[src/rtl/s27_bist_ctrl.sv]
// Scan BIST sequencer for the s27 core: LFSR-driven shift/capture patterns,
// MISR compaction of scan-out and G17, and a signature check against GOLDEN.
module s27_bist_ctrl #(
  parameter int          N_PATTERNS = 15,
  parameter int          CHAIN_LEN  = 3,
  parameter logic [7:0]  LFSR_SEED  = 8'h01,
  parameter logic [7:0]  MISR_POLY  = 8'h1D,
  parameter logic [7:0]  GOLDEN     = 8'h00
) (
  input  logic       ck_i,
  input  logic       rst_i,
  input  logic       start_i,
  output logic [3:0] pi_out_o,
  output logic       se_o,
  output logic       si_o,
  input  logic       so_i,
  input  logic       po_in_i,
  output logic       busy_o,
  output logic       done_o,
  output logic       pass_o,
  output logic [7:0] signature_o
);

  localparam logic [7:0] SEED_EFF = (LFSR_SEED == 8'h00) ? 8'h01 : LFSR_SEED;
  localparam int BW = (CHAIN_LEN > 1) ? $clog2(CHAIN_LEN) : 1;
  localparam int PW = (N_PATTERNS > 1) ? $clog2(N_PATTERNS) : 1;
  localparam logic [BW-1:0] BIT_LAST = BW'(CHAIN_LEN - 1);
  localparam logic [PW-1:0] PAT_LAST = PW'(N_PATTERNS - 1);

  typedef enum logic [2:0] {
    S_IDLE, S_SHIFT, S_CAPTURE, S_UNLOAD, S_DONE
  } state_t;

  state_t        state_q, state_d;
  logic [7:0]    lfsr_q, lfsr_d;
  logic [7:0]    misr_q, misr_d;
  logic [BW-1:0] bit_q, bit_d;
  logic [PW-1:0] pat_q, pat_d;
  logic [3:0]    pi_q, pi_d;
  logic          se_q, se_d;
  logic          si_q, si_d;
  logic          busy_q, busy_d;
  logic          done_q, done_d;
  logic          pass_q, pass_d;
  logic [7:0]    sig_q, sig_d;

  function automatic logic [7:0] lfsr_next(input logic [7:0] l);
    return {l[0] ^ l[2] ^ l[3] ^ l[4], l[7:1]};
  endfunction

  function automatic logic [7:0] misr_next(input logic [7:0] m, input logic b);
    return {m[6:0], 1'b0} ^ ((m[7] ^ b) ? MISR_POLY : 8'h00);
  endfunction

  always_comb begin
    state_d = state_q;
    lfsr_d  = lfsr_q;
    misr_d  = misr_q;
    bit_d   = bit_q;
    pat_d   = pat_q;
    pi_d    = pi_q;
    se_d    = 1'b0;
    si_d    = 1'b0;
    busy_d  = busy_q;
    done_d  = done_q;
    pass_d  = pass_q;
    sig_d   = sig_q;
    case (state_q)
      S_IDLE, S_DONE: begin
        if (start_i) begin
          state_d = S_SHIFT;
          misr_d  = 8'h00;
          bit_d   = '0;
          pat_d   = '0;
          si_d    = SEED_EFF[0];
          lfsr_d  = lfsr_next(SEED_EFF);
          se_d    = 1'b1;
          busy_d  = 1'b1;
          done_d  = 1'b0;
        end
      end
      S_SHIFT: begin
        // Chain holds unknown pre-run data while the first pattern loads.
        if (pat_q != '0) misr_d = misr_next(misr_q, so_i);
        lfsr_d = lfsr_next(lfsr_q);
        if (bit_q == BIT_LAST) begin
          state_d = S_CAPTURE;
          pi_d    = lfsr_q[3:0];
        end else begin
          bit_d = bit_q + 1'b1;
          se_d  = 1'b1;
          si_d  = lfsr_q[0];
        end
      end
      S_CAPTURE: begin
        misr_d = misr_next(misr_q, po_in_i);
        bit_d  = '0;
        se_d   = 1'b1;
        if (pat_q != PAT_LAST) begin
          state_d = S_SHIFT;
          pat_d   = pat_q + 1'b1;
          si_d    = lfsr_q[0];
          lfsr_d  = lfsr_next(lfsr_q);
        end else begin
          state_d = S_UNLOAD;
        end
      end
      S_UNLOAD: begin
        misr_d = misr_next(misr_q, so_i);
        if (bit_q == BIT_LAST) begin
          state_d = S_DONE;
          busy_d  = 1'b0;
          done_d  = 1'b1;
          sig_d   = misr_d;
          pass_d  = (misr_d == GOLDEN);
        end else begin
          bit_d = bit_q + 1'b1;
          se_d  = 1'b1;
        end
      end
      default: state_d = S_IDLE;
    endcase
  end

  always_ff @(posedge ck_i or posedge rst_i) begin
    if (rst_i) begin
      state_q <= S_IDLE;
      lfsr_q  <= SEED_EFF;
      misr_q  <= 8'h00;
      bit_q   <= '0;
      pat_q   <= '0;
      pi_q    <= 4'h0;
      se_q    <= 1'b0;
      si_q    <= 1'b0;
      busy_q  <= 1'b0;
      done_q  <= 1'b0;
      pass_q  <= 1'b0;
      sig_q   <= 8'h00;
    end else begin
      state_q <= state_d;
      lfsr_q  <= lfsr_d;
      misr_q  <= misr_d;
      bit_q   <= bit_d;
      pat_q   <= pat_d;
      pi_q    <= pi_d;
      se_q    <= se_d;
      si_q    <= si_d;
      busy_q  <= busy_d;
      done_q  <= done_d;
      pass_q  <= pass_d;
      sig_q   <= sig_d;
    end
  end

  assign pi_out_o    = pi_q;
  assign se_o        = se_q;
  assign si_o        = si_q;
  assign busy_o      = busy_q;
  assign done_o      = done_q;
  assign pass_o      = pass_q;
  assign signature_o = sig_q;

endmodule
[config.mk]
export PLATFORM = sky130hd
export DESIGN_NAME = s27_bist_ctrl
export DESIGN_NICKNAME = d
export VERILOG_FILES = /design/src/rtl/s27_bist_ctrl.sv
export SDC_FILE = /design/constraint.sdc
export NUM_CORES = 1
export LEC_CHECK = 0
export CAP_MARGIN = 10
export CELL_PAD_IN_SITES_DETAIL_PLACEMENT = 0
export CELL_PAD_IN_SITES_GLOBAL_PLACEMENT = 1
export CORE_ASPECT_RATIO = 1.5
export CORE_MARGIN = 1.5
export CORE_UTILIZATION = 43
export DETAILED_ROUTE_END_ITERATION = 10
export PLACE_DENSITY_LB_ADDON = 0.08
export SLEW_MARGIN = 20
export SYNTH_ARGS = -nofsm -noshare
export SYNTH_HDL_FRONTEND = slang
export SYNTH_SLANG_ARGS = --single-unit
[constraint.sdc]
create_clock -name ck_i -period 1.9 [get_ports ck_i]
set_input_delay 0.285 -clock ck_i [delete_from_list [all_inputs] [get_ports ck_i]]
set_output_delay 0.285 -clock ck_i [all_outputs]
set_load 0.02 [all_outputs]
Word level (Yosys, flattened, before mapping)
Index checks and enable logic that the tools add are counted.
- bits of input ports: 5
- word-level logic and storage cells: 82
- flip-flop bits (word level): 42
- output and inout port bits: 17
- muxes and demuxes: 31
- $add $sub $neg: 2
- bitwise gates (word level): 7
- reductions and logical operators: 18
- equal/unequal tests: 12
- operators with widths (cell ; count):
    $mux 8 ; 4
    $pmux 8 s4 ; 1
    $pmux 8 s3 ; 1
    $reduce_and 3->1 ; 6
    $xor 8x5->8 ; 2
    $ne 2x2->1 const B ; 6
    $pmux 3 s4 ; 1
    $mux 5 ; 2
    $mux 3 ; 3
    $logic_not 8->1 ; 1
    $mux 1 ; 8
    $mux 4 ; 2
    $pmux 4 s2 ; 1
    $reduce_bool 4->1 ; 2
    $eq 3x2->1 const B ; 2
    $mux 2 ; 3
    $pmux 1 s3 ; 2
    $pmux 2 s3 ; 1
    $reduce_bool 3->1 ; 2
    $xor 1x1->1 ; 5
    $add 4x1->4 const B ; 1
    $ne 4x4->1 const B ; 1
    $pmux 1 s2 ; 2
    $reduce_and 2->1 ; 2
    other kinds (7) ; 9

Logic depth before layout (Yosys ltp)
- depth after elaboration: 5
- mapped depth: 7
- gate-level depth less buffers: 6

Least setup slack after synthesis
OpenSTA, ideal clock, no wires.
- path type: flip-flop to flip-flop
- from: register pat_q[0]
- to: register lfsr_q[1]
- cell stages (with the launch flop): 8
- slack: 216 ps
- clock period less this slack: 1684 ps
- path buffers: 1
- data required time: 1779 ps
- data arrival time: 1563 ps
- setup time: 121 ps
- path through: dfrtp_1 inv_1 ha_1 nand3_1 nor2_1 or3_1 clkbuf_1 a22o_1
- word-level cells in the longest chain between the ends: 3
- RTL lines (element ; line ; source):
    start: declaration ; 38 ; logic [PW-1:0] pat_q, pat_d;
    start signal: assignment ; 144 ; pat_q <= pat_d;
    $ne 4x4->1 ; 99 ; if (pat_q != PAT_LAST) begin
    $ne 2x2->1 (no source line) ; n/a ;
    $reduce_and 3->1 (no source line) ; n/a ;
    end signal: assignment ; 141 ; lfsr_q <= lfsr_d;
    end: declaration ; 35 ; logic [7:0] lfsr_q, lfsr_d;
No other way between the ends.
A chain may end at the register's enable or synchronous reset.

Worst setup path in the final report
- from: register pat_q[0]
- to: register pat_q[3]
- word-level cells in the longest chain between the ends: 3
- elaborated cells on any way between the ends: 6
- classes of those cells: add/sub: 1; eq/ne: 2; mux: 2; reduce/logical: 1
- RTL lines (element ; line):
    $add 4x1->4 / $ne 4x4->1 (equally long branches) ; 101, 99
    $mux 4 / $ne 2x2->1 (equally long branches) ; n/a
    $pmux 4 s2 / $reduce_and 3->1 (equally long branches) ; n/a
Several ways; a longest one is shown, not always the timed one. The select of a mux whose other input is x is not followed.

==> qor.csv <==
metric;value;unit
status;finished clean;
skew final;7.62;ps
RD Place Congestion;0.853;
core area;0.00425;mm2
startpoint class of the critical path;flop;
IO Port Bufs;21;
slew margin rel.;0.650;
fin worst setup slack;122;ps
CP required;2120;ps
largest net degree at the start of global routing;43;
CTS Root Buffer Type;clkbuf_8;
diode count;0;
Hold-fix buffers, CTS;0;
# setup viols final;0;
Vias;1375;
largest cells by area after synthesis;dfrtp_1 (53%), mux2_2 (5.3%), a22o_1 (5.0%);
Die Wd;57.6;um
initial core utilization;0.452;
PD cells;1800;mW/mm2
Netlist Area Pre-Place;0.00192;mm2
CTS clk-pin slew, worst paths;80;ps
Place WS;145;ps
vias per cell;5.46;
Avg Inst Size Synth;11.0;um2
CTS tree;built;
Tmin final;1780;ps
Sink Count;42;
# rows;29;
Max VDD drop;1.05;mV
fill count;391;
final core occ;0.556;
die area;0.00488;mm2
Final #Nets;214;
final number of hold-violating endpoints;0;
Worst-Margin Slew;525;ps
sequential area share after synthesis;0.548;
Antenna Nets Post-Route;0;
first-pass GRT wire length;6.79;mm
Area Growth Syn to Fin;23.0;%
# DRC;0;
critical path endpoint category;flop;
leakage;0.00109;uW
Die H;84.8;um
RSZ-0062 raised after global routing;false;
Critical Path AT;2000;ps
Final TNS setup;0;ps
maxcap violations;0;
Cells after Synth;174;
Yosys top cell area share;0.535;
share of cells above drive strength 1;0.170;
post-route cell area;0.00236;mm2
synth unique cells;36;
total power draw;4250;uW
Synth area leader;dfrtp_1;
syn nets;183;
antenna violations before repair;0;
#FFs+latches synth;42;
Crit Path Category;reg2reg;
global-route usage over all layers;0.178;
Max Buffers Root-to-Sink;2;
WL final;3.88;mm
post-CTS setup repair buffer count;0;
hpwl dp;2.84;mm
Congestion Overflow GR;0;
f_max;0.562;GHz
clock latency on the worst-skew pair;290;ps
Worst Hold Class;in2async;
drt first pass iters;4;
post-CTS resize count;0;
Final Max Tran Viols;0;
Top Ports;22;
Clock H-tree levels;2;
CTS Buf Count;5;
final worst-path cycle share;0.936;
dpl cell area;0.00224;mm2
CP max FO;7;
yosys warns;0;
Initial DRC Count;32;
routed len/inst;15.4;um
vias in the first global route;1442;
final cells by class:
class / instances / area, um2 / share of cell area
Multi-Input combinational cell: 116 / 806 / 0.341
Clock inverter: 3 / 43.8 / 0.0185
Clock buffer: 5 / 68.8 / 0.0291
Sequential cell: 42 / 1050 / 0.446
Inverter: 9 / 33.8 / 0.0143
Timing Repair Buffer: 31 / 298 / 0.126
Tap cell: 46 / 57.6 / 0.0244
report_power, final:
part | internal [uW] | switching [uW] | leakage, uW
Sequential | 1260 | 318 | 0.000535
Clock | 394 | 309 | 0.0000585
Combinational | 978 | 993 | 0.000494
Total | 2630 | 1620 | 0.00109
placed cells by master (no fill, tap or decap), types with 2 or more instances in the layout:
master           synthesis  final
a22o_1                  11     11
nor3_1                   2      2
clkbuf_8                 0      5
xnor2_1                  4      4
inv_1                    9      9
nand2b_1                 2      2
nand3_1                  4      4
nor2_1                   6      5
mux2_2                   9      9
xor2_1                   7      7
a22oi_1                  2      2
a2bb2oi_1                3      3
nand2_1                 18     18
nor2_2                   1      2
ha_1                     4      4
nor2b_1                  3      3
dfrtp_1                 41     40
or3_1                    4      4
o21ai_0                 11     10
buf_4                    0      9
clkdlybuf4s50_1          0     21
or3b_1                   2      2
a21oi_1                 10     10
o21ai_1                  1      2
registers in the layout (all words and copies together), names as in the netlist:
name and flops:
lfsr_q 8, busy_o 1, bit_q 2, signature_o 8, state_q 3, pat_q 4
se_o 1, pass_o 1, misr_q 8, done_o 1, pi_out_o 4, si_o 1
cell usage after synthesis, drive strengths merged:
library cell	count
nor3	2
nor3b	1
or3	4
o21ai	12
o21ba	1
xor2	7
a2bb2oi	3
nor2	7
nand4b	1
buf	3
inv	9
a22o	11
nand3	4
o211ai	1
maj3	1
nor4	1
dfstp	1
ha	4
a211oi	1
o22ai	1
clkbuf	4
o21a	1
a22oi	2
or3b	3
o32ai	1
nor2b	3
nand2	18
dfrtp	41
xnor2	4
a21oi	10
o31ai	1
mux2	9
nand2b	2
logic make-up after synthesis:
logic type | synth area share
multiplexers | 0.0528
adder cells (fa/ha/maj) | 0.0313
AO/OA/AOI/OAI | 0.161
buffers and inverters | 0.0332
AND/OR/NAND/NOR | 0.123
flip-flops | 0.548
XOR/XNOR | 0.0502
per-layer routing:
metal / global-route usage / wire [um] / up-vias / share of wire
li1: - / - / 671 / -
met3: 0.0335 / 109 / 7 / 0.028
met2: 0.315 / 2150 / 25 / 0.55
met1: 0.216 / 1560 / 672 / 0.40
met5: 0 / 0 / - / 0
met4: 0.0529 / 57 / 0 / 0.015
worst max-delay path, stage by stage (launching register included):
cell	delay, ps
dfrtp_1	410
inv_1	100
ha_1	200
nand3_1	100
buf_4	140
o211ai_1	210
or3_1	410
a21oi_1	140
stage by stage:
stage          hold WS, ps  instances
2_1_floorplan          420        174
3_3_place_gp           461        244
3_5_place_dp           463        244
4_1_cts                451        252
5_1_grt                491        252
6_report               428        252
final timing paths:
check / from / end / slack (ps) / depth (start not counted)
hold / removal: rst_i / signature_o[7] / 430 / 3
min in group ck_i: pass_o / pass_o / 480 / 2
setup / recovery: pat_q[0] / pat_q[3] / 120 / 7
hold reg to reg: pass_o / pass_o / 480 / 2
max in group asynchronous: rst_i / state_q[1] / 1090 / 3
setup reg to reg: pat_q[0] / pat_q[3] / 120 / 7
(Power assumes the default switching activity.)
==> RTL edit, RTL diff (same flow settings) <==
Make the reset (`rst_i`) synchronous in one clocked block.
--- a/src/rtl/s27_bist_ctrl.sv
+++ b/src/rtl/s27_bist_ctrl.sv
@@ -122,7 +122,7 @@
     endcase
   end
 
-  always_ff @(posedge ck_i or posedge rst_i) begin
+  always_ff @(posedge ck_i) begin
     if (rst_i) begin
       state_q <= S_IDLE;
       lfsr_q  <= SEED_EFF;
Function: differs if rst_i is asserted again (counterexample within 4 cycles, from zero or initial values and one cycle with rst_i high); with rst_i held inactive, the same outputs for 10 cycles.
==> RTL edit against the unedited design <==
Worst setup slack improved by 0.073 ns; synthesized area decreased by 3.1%; sequential cell count unchanged; cell count increased by 14%; routed wire length increased by 1.9%; final area decreased by 3.9%.
Power is not compared: it rests on default switching activity, and its combinational part moved more than twofold at a synthesized area within 25%.
==> RTL edit: results (changes against the unedited design) <==
reg2reg_slack_ns: 0.19  # was 0.12 ns
grt_pass1_wl_um: 6670  # was 6790 um
synth_adder_area_share_pct: 2.69  # was 3.13%
multi_input_area_um2: 930  # was 806 um2
viasPerCell: 5.39  # was 5.46
synth.area.mux_share_pct: 2.69  # was 5.28%
grt_pass1_vias: 1530  # was 1,442
synth.area.top_cells: "dfxtp_1, a21oi_1, nand2_1"  # was dfrtp_1, mux2_2, a22o_1
cpPeakStageDelay_ns: 0.47  # was 0.41 ns
worst_ep_arrival_time_ns: 1.92  # was 2.00 ns
grt_max_degree: 33  # was 43
buf_share_pct: 12.9  # was 12.6%
final_nets: 250  # was 214
place_ws_ns: 0.0580  # was 0.145 ns
clk_share_pct: 4.96  # was 4.77%
grt_util_all_layers_pct: 17.9  # was 17.8%
rr_startpoint: "pat_q[0]"  # unchanged
dpl.hpwl_um: 2810  # was 2840 um
ys_seq_area_share_pct: 45.2  # was 54.8%
met3RoutedLength_um: 87  # was 109 um
critical_path.slowest_cell: "or4_1"  # was dfrtp_1
slew_headroom_pct: 63.5  # was 65.0%
wl_per_cell_um: 13.8  # was 15.4 um
gp_congestion: 0.709  # was 0.853
synthDistinctLibCells: 45  # was 36
seq_share_pct: 37.1  # was 44.6%
outcome: "finished clean"  # unchanged
max_clock_freq_ghz: 0.586  # was 0.562 GHz
hp-class: "flop to flop"  # was primary input to asynchronous set/reset pin
route.met2.wl_um: 2150  # about the same
synthTopCellsByCount: "dfxtp_1, nand2_1, a21oi_1"  # was dfrtp_1, nand2_1, a22o_1, o21ai_0, a21oi_1
fill_cells: 405  # was 391
drt_iter0_markers: 28  # was 32
path_max_fanout: 6  # was 7
synth_nets: 224  # was 183
rr_endpoint: "pat_q[3]"  # unchanged
multi_input_gates: 151  # was 116
r2r_cells: 6  # was 7
wl_met1_um: 1640  # was 1560 um
skew_ns: 0.00728  # was 0.00762 ns
clkbuf_count: 6  # was 5
RTL edit: where the power goes:
part / leakage (uW) / internal [uW] / switching (uW)
clock: 0.0000573 / 420 / 290
sequential: 0.000341 / 905 / 28.4
combinational: 0.000404 / 87.1 / 106
total: 0.000802 / 1410 / 424
RTL edit: tightest hold or removal path, delay by kind of cell, from the launching register on:
family | cells | cell delay, ns
DFF | 1 | 0.31
and+or+nand+nor | 1 | 0.05
AOI/OAI and AO/OA | 1 | 0.05
RTL edit: routing by layer:
layer	vias to the layer above	global-route usage, %
met1	718	18.9
li1	792	-
met2	32	33.0
met4	0	8.66
met5	-	0
met3	5	3.26
RTL edit: through the flow:
step	area, um2	instances	util (%)	hold WS (ns)	total power (uW)
6_report	2270	287	53.9	0.456	1840
5_1_grt	2270	287	53.9	0.482	1910
4_1_cts	2260	287	53.7	0.458	1860
3_5_place_dp	2150	280	51.1	0.447	1150
3_3_place_gp	2150	280	51.1	0.442	1140
2_1_floorplan	1860	215	-	0.454	1080
